**config.mk**
```make
export PLATFORM = sky130hd
export DESIGN_NAME = scalar_bit_sequencer_flat
export DESIGN_NICKNAME = d
export VERILOG_FILES = /design/src/rtl/scalar_bit_sequencer_if.sv /design/src/rtl/scalar_bit_sequencer.sv /design/src/flat_wrapper.sv
export SDC_FILE = /design/constraint.sdc
export NUM_CORES = 1
export LEC_CHECK = 0
export ABC_AREA = 0
export ABC_CLOCK_PERIOD_IN_PS = 8900
export BUFFER_PORTS_ARGS = -buffer_cell sky130_fd_sc_hd__buf_4
export CORE_ASPECT_RATIO = 0.75
export CORE_MARGIN = 5
export CORE_UTILIZATION = 50
export CTS_CLUSTER_SIZE = 8
export DETAILED_ROUTE_END_ITERATION = 16
export PLACE_DENSITY = 0.75
export RECOVER_POWER = 100
export SLEW_MARGIN = 40
export SYNTH_ARGS = -nofsm -noshare
export SYNTH_HDL_FRONTEND = slang
export SYNTH_SLANG_ARGS = --single-unit
```
**constraint.sdc**
```tcl
create_clock -name clk -period 8.9 [get_ports clk]
set_input_delay 1.78 -clock clk [delete_from_list [all_inputs] [get_ports clk]]
set_output_delay 1.78 -clock clk [all_outputs]
set_load 0.01 [all_outputs]
```
**src/rtl/scalar_bit_sequencer_if.sv**
```systemverilog
// Command channel from the bit sequencer to the point-arithmetic unit.
// The master drives op_valid, op_code and op_idx; the slave answers with op_ready.
interface scalar_bit_sequencer_if #(
  parameter int IW = 8
);
  logic          op_valid;
  logic          op_ready;
  logic [1:0]    op_code;
  logic [IW-1:0] op_idx;

  modport master (
    output op_valid,
    output op_code,
    output op_idx,
    input  op_ready
  );

  modport slave (
    input  op_valid,
    input  op_code,
    input  op_idx,
    output op_ready
  );
endinterface

```
**src/rtl/scalar_bit_sequencer.sv**
```systemverilog
// Walks a scalar MSB-first from the encoder's top-set-bit index and issues
// left-to-right double-and-add commands (INIT, DBL, ADD) to the point unit.
module scalar_bit_sequencer #(
  parameter int N  = 255,
  parameter int IW = $clog2(N)
) (
  input  logic                   clk,
  input  logic                   rst,
  input  logic                   start,
  input  logic [N-1:0]           scalar,
  input  logic [IW-1:0]          top_idx,
  output logic                   busy,
  output logic                   done,
  output logic                   zero,
  output logic                   err,
  scalar_bit_sequencer_if.master ops
);

  typedef enum logic [2:0] {
    S_IDLE,
    S_CHECK,
    S_EVAL,
    S_INIT,
    S_DBL,
    S_ADD,
    S_DONE
  } state_t;

  localparam logic [1:0]    OP_INIT = 2'b00;
  localparam logic [1:0]    OP_DBL  = 2'b01;
  localparam logic [1:0]    OP_ADD  = 2'b10;
  localparam logic [IW-1:0] MAX_IDX = IW'(N - 1);

  state_t             state;
  logic [N-1:0]       sr;
  logic [IW-1:0]      ix;
  logic               chk_err;
  logic               chk_bit;
  logic [2**IW-1:0]   sr_ext;
  logic               sel_bit;
  logic               hs;

  // Widen the captured scalar to the full index range so an out-of-range
  // index selects a defined 0 instead of falling off the end of the vector.
  always_comb begin
    sr_ext         = '0;
    sr_ext[N-1:0]  = sr;
  end

  assign sel_bit = sr_ext[ix];
  assign hs      = ops.op_valid && ops.op_ready;

  // The check runs in two registered steps: the range test and the bit
  // select are sampled first, then acted on, so the wide mux never feeds
  // the command outputs directly.
  always_ff @(posedge clk or posedge rst) begin
    if (rst) begin
      state        <= S_IDLE;
      sr           <= '0;
      ix           <= '0;
      chk_err      <= 1'b0;
      chk_bit      <= 1'b0;
      busy         <= 1'b0;
      done         <= 1'b0;
      zero         <= 1'b0;
      err          <= 1'b0;
      ops.op_valid <= 1'b0;
      ops.op_code  <= OP_INIT;
      ops.op_idx   <= '0;
    end else begin
      done <= 1'b0;
      case (state)
        S_IDLE: begin
          zero <= 1'b0;
          err  <= 1'b0;
          if (start) begin
            sr    <= scalar;
            ix    <= top_idx;
            busy  <= 1'b1;
            state <= S_CHECK;
          end
        end

        S_CHECK: begin
          chk_err <= (ix > MAX_IDX);
          chk_bit <= sel_bit;
          state   <= S_EVAL;
        end

        S_EVAL: begin
          if (chk_err) begin
            err   <= 1'b1;
            done  <= 1'b1;
            state <= S_DONE;
          end else if (!chk_bit) begin
            zero  <= 1'b1;
            done  <= 1'b1;
            state <= S_DONE;
          end else begin
            ops.op_valid <= 1'b1;
            ops.op_code  <= OP_INIT;
            ops.op_idx   <= ix;
            state        <= S_INIT;
          end
        end

        // INIT and ADD both close out a bit: either the scan ends at bit 0
        // or the next lower bit starts with a doubling.
        S_INIT, S_ADD: begin
          if (hs) begin
            if (ix == '0) begin
              ops.op_valid <= 1'b0;
              ops.op_code  <= OP_INIT;
              ops.op_idx   <= '0;
              done         <= 1'b1;
              state        <= S_DONE;
            end else begin
              ix          <= ix - 1'b1;
              ops.op_code <= OP_DBL;
              ops.op_idx  <= ix - 1'b1;
              state       <= S_DBL;
            end
          end
        end

        S_DBL: begin
          if (hs) begin
            if (sel_bit) begin
              ops.op_code <= OP_ADD;
              state       <= S_ADD;
            end else if (ix == '0) begin
              ops.op_valid <= 1'b0;
              ops.op_code  <= OP_INIT;
              ops.op_idx   <= '0;
              done         <= 1'b1;
              state        <= S_DONE;
            end else begin
              ix         <= ix - 1'b1;
              ops.op_idx <= ix - 1'b1;
            end
          end
        end

        S_DONE: begin
          busy  <= 1'b0;
          zero  <= 1'b0;
          err   <= 1'b0;
          state <= S_IDLE;
        end

        default: begin
          state <= S_IDLE;
        end
      endcase
    end
  end

endmodule

```
**src/flat_wrapper.sv**
```systemverilog
// flat-port wrapper written by rule: the top's interface ports become plain ports
module scalar_bit_sequencer_flat 
#(
  parameter int N  = 255,
  parameter int IW = $clog2(N)
)
  (clk, rst, start, scalar, top_idx, busy, done, zero, err, ops_op_valid, ops_op_code, ops_op_idx, ops_op_ready);
  scalar_bit_sequencer_if #(.IW(IW)) ops_i ();
  input  logic clk;
  input  logic rst;
  input  logic start;
  input  logic [N-1:0] scalar;
  input  logic [IW-1:0] top_idx;
  output logic busy;
  output logic done;
  output logic zero;
  output logic err;
  output wire logic [$bits(ops_i.op_valid)-1:0] ops_op_valid;
  output wire logic [$bits(ops_i.op_code)-1:0] ops_op_code;
  output wire logic [$bits(ops_i.op_idx)-1:0] ops_op_idx;
  input wire logic [$bits(ops_i.op_ready)-1:0] ops_op_ready;
  assign ops_op_valid = ops_i.op_valid;
  assign ops_op_code = ops_i.op_code;
  assign ops_op_idx = ops_i.op_idx;
  assign ops_i.op_ready = ops_op_ready;
  scalar_bit_sequencer #(.N(N), .IW(IW)) u_core (.clk(clk), .rst(rst), .start(start), .scalar(scalar), .top_idx(top_idx), .busy(busy), .done(done), .zero(zero), .err(err), .ops(ops_i));
endmodule
```
==> impl_results.md <==
- Count of routing violations after the opening detailed-route iteration: 552
- Synth area leaders: sky130_fd_sc_hd__dfrtp_1, sky130_fd_sc_hd__mux2_2, sky130_fd_sc_hd__mux4_2, sky130_fd_sc_hd__mux4_1, sky130_fd_sc_hd__mux2i_1
- Maximum number of pins on one net before global-route repair: around 130
- RSZ-0062 raised after global routing: false
- Primary flip-flop cell chosen by synthesis mapping: sky130_fd_sc_hd__dfrtp_1
- Number of nets in the layout: about 1.5k
- Top-count cell post-synth: sky130_fd_sc_hd__dfrtp_1
- DRC Markers: 0
- CP most frequent cell: sky130_fd_sc_hd__clkbuf_1
- Final-report max-slew violation count: between 400 and 500
- Synthesized-area fraction occupied by adder cells: less than 1%
- Final estimated routing congestion in global placement: just over 0.9
- HPWL after detailed placement: ~25 mm
- Power Density: approximately 370 nW/um^2
- Ys async rst share: between 90% and 100%
- Antenna cells: 0
- Avg Inst Size Synth: about 15 sq um
- Deepest clock path buffer count: 3
- Detail-routed net length per standard cell: around 22 microns
- Number of detailed-route iterations in the first pass: 7
- Largest stage delay on the critical path: approximately 3.2 ns
- Ratio of cells with drive above 1 in the final layout: between 50 and 60%
- Final hold violation count: 0
- Via/cell ratio: about 5.8
- Overall overflow remaining after global route: 0
- Maximum ir drop on the vdd rail: a little under 0.0002 V
- Die span in x: roughly 200 microns
- Post-CTS resize count: 0
- # clock sinks: 283
- Failing checks: max-capacitance violations, max-slew violations
- Area of the die: 30300 sq um
- Final Cycle Share: between 70% and 80%
- Total of endpoints with negative setup slack in the final report: 0
- # rows: 52
- Share of the synthesized area in compound gates (AO/OA/AOI/OAI): around 5.1%
- Post-route antenna net violation count: 0
- Cell area after layout: about 17000 sq um
- Element type at the critical path end: flop
- Status: finished with violations
- Actual transition at the worst max-transition pin: 4.47 ns
- Global-route wire length before repair: 54.0 mm
- Count of pins on the block boundary: 282
- Largest fanout on the critical path: 85
- Library cell occupying the most area in the post-synthesis netlist: sky130_fd_sc_hd__dfrtp_1
- Netlist area before placement: between 10000 and 15000 sq um
- Placed Instance Area: between 15000 and 20000 sq um
- Post-Route Setup TNS: 0 ns
- Post-Route WL: 34.7 mm
- Seq/Total Area, Yosys: around 53%
- Critical path type: in2reg
- Number of global-route vias before repair: between 9k and 10k
- Cell variety after synth: between 50 and 60
- Via count: a little under 9k
- Cells after synthesis: between 900 and 1k
- Largest family of logic cells by synthesized area: multiplexers
- Area share of xor/xnor cells in the synthesized design: 0%
- Post-layout minimum cycle time: 6.35 ns
- Initial core utilization: between 50% and 60%
- Worst min-delay path class: reg2reg
- Multiplexer share of the synthesized area: between 30% and 40%
- Overall routing resource usage: 22.8%
- Largest clock skew in the final design: between 0.015 and 0.02 ns
- Type of origin of the critical path: primary input
- Total Power Consumption: 6.24 mW
- Worst Path Required: about 9.4 ns
- Cell type of the slowest stage on the worst timing path: sky130_fd_sc_hd__clkbuf_1
- Hold-fix buffers, CTS: 0
- Initial antenna violation count: 1
- Y dimension of the die: about 150 microns
- Placeable core region: about 27000 sq um
- Worst max-slew margin expressed relative to the limit: -198%
- #FFs+latches synth: between 200 and 300
- Clock latency of the later-clocked register in the worst-skew pair: about 0.54 ns
- Number of max-cap violations: 7
- Yosys Warn Count: 0
- Synth Net Count: between 1k and 1.5k
- Number of post-CTS setup repair buffers: 0
- Leakage: around 7.3 nW
- Total CTS buffers: 41
- WP data arrival: around 6.8 ns
- Count of buffers inserted at the top-level ports: between 200 and 300
- Root Buffer Master: sky130_fd_sc_hd__clkbuf_16
- Basic-gate share of the synthesized area counting and, or, nand and nor cells: 4.26%
- Clock transition at the registers of the reported paths: about 0.05 ns
- Worst path cell trace: clkbuf_1 > and3_1 > clkbuf_1 > mux2_2
- TritonCTS clock tree: built
- Area share of the largest cell type after synthesis: between 50 and 60%
- Number of synthesized flops with an enable pin: 0
- Maximum achievable frequency: around 160 MHz
- Top post-synthesis cells by count: sky130_fd_sc_hd__dfrtp_1, sky130_fd_sc_hd__mux2_2, sky130_fd_sc_hd__clkbuf_1
- Growth of design area from synthesis to finish: 24.4%
- Count of H-tree levels built during CTS: 2
[power by group]
group	switching (mW)	internal, mW
Combinational	1.08	1.41
Sequential	0.434	1.95
Clock	0.533	0.832
Total	2.05	4.19
[cell families (layout without fill, tap and decap cells)]
kind of cell	Yosys count	in the layout
AOI/OAI and AO/OA	94	94
and+or+nand+nor	116	116
DFF	283	283
muxes	353	353
buffers and inverters	74	350
adders and majority gates	1	1
[worst paths after layout]
| kind | from | endpoint | slack (ns) | depth (start not counted) |
|---|---|---|---|---|
| hold reg to reg | u_core.sr[157]$_DFFE_PP0P_ | u_core.sr[157]$_DFFE_PP0P_ | 0.49 | 1 |
| hold / removal | u_core.sr[157]$_DFFE_PP0P_ | u_core.sr[157]$_DFFE_PP0P_ | 0.49 | 1 |
| max in group asynchronous | rst | u_core.ix[1]$_DFFE_PP0P_ | 3.59 | 3 |
| setup reg to reg | u_core.ix[0]$_DFFE_PP0P_ | u_core.ix[4]$_DFFE_PP0P_ | 2.75 | 9 |
| min in group asynchronous | rst | u_core.sr[39]$_DFFE_PP0P_ | 1.50 | 2 |
| setup / recovery | start | u_core.sr[214]$_DFFE_PP0P_ | 2.55 | 4 |
[critical path, delay by kind of cell]
family,cells,cell delay [ns]
and+or+nand+nor,1,0.87
buffers and inverters,2,3.38
muxes,1,0.63
[per-layer routing]
metal	routed length [microns]	global-route usage (%)	share of wire, %	vias to the layer above
li1	-	-	-	3993
met1	15300	33.0	44	4541
met2	15600	34.1	45	334
met3	3200	7.28	9.2	51
met4	631	5.27	1.8	2
met5	9	0	0.026	-
[flip-flops by register name (all words and copies together), names as in the netlist]
signal	cells
u_core.err	1
u_core.ix	8
u_core.sr	255
u_core.zero	1
u_core.ops.op_code	2
u_core.busy	1
u_core.chk_err	1
u_core.chk_bit	1
u_core.ops.op_idx	8
u_core.ops.op_valid	1
u_core.state	3
u_core.done	1
[final cells by class]
class / count / area, sq um
tap: 351 / 439
clock inverter: 3 / 43.8
multi-input combinational: 564 / 5910
inverter: 12 / 46.3
timing repair buffer: 292 / 2120
fill: 2041 / 10000
sequential: 283 / 7080
clock buffer: 43 / 1050
[through the flow]
step                      std cells  utilization, %  hold WS (ns)  setup WS [ns]
after floorplan                 921               -         0.472           3.37
after global placement         1501            58.8         0.482           4.43
after detailed placement       1501            58.9         0.488           4.35
after CTS                      1547            63.0         0.499           4.32
after global routing           1548            62.4         0.514           2.25
final                          1548            62.4         0.495           2.55
[layout by cell type (no fill, tap or decap), types with 9 or more instances in the layout]
| cell | instances |
|---|---|
| sky130_fd_sc_hd__dfrtp_1 | 282 |
| sky130_fd_sc_hd__buf_4 | 268 |
| sky130_fd_sc_hd__mux2_2 | 258 |
| sky130_fd_sc_hd__clkbuf_16 | 42 |
| sky130_fd_sc_hd__nand2_1 | 37 |
| sky130_fd_sc_hd__mux4_2 | 31 |
| sky130_fd_sc_hd__mux2i_1 | 31 |
| sky130_fd_sc_hd__mux4_1 | 25 |
| sky130_fd_sc_hd__o21ai_0 | 25 |
| sky130_fd_sc_hd__nor2_1 | 22 |
| sky130_fd_sc_hd__clkbuf_1 | 21 |
| sky130_fd_sc_hd__nand3_1 | 19 |
| sky130_fd_sc_hd__a21oi_1 | 15 |
| sky130_fd_sc_hd__a22oi_1 | 13 |
| sky130_fd_sc_hd__inv_1 | 9 |
Note: power is estimated with default switching activity, not from simulation.
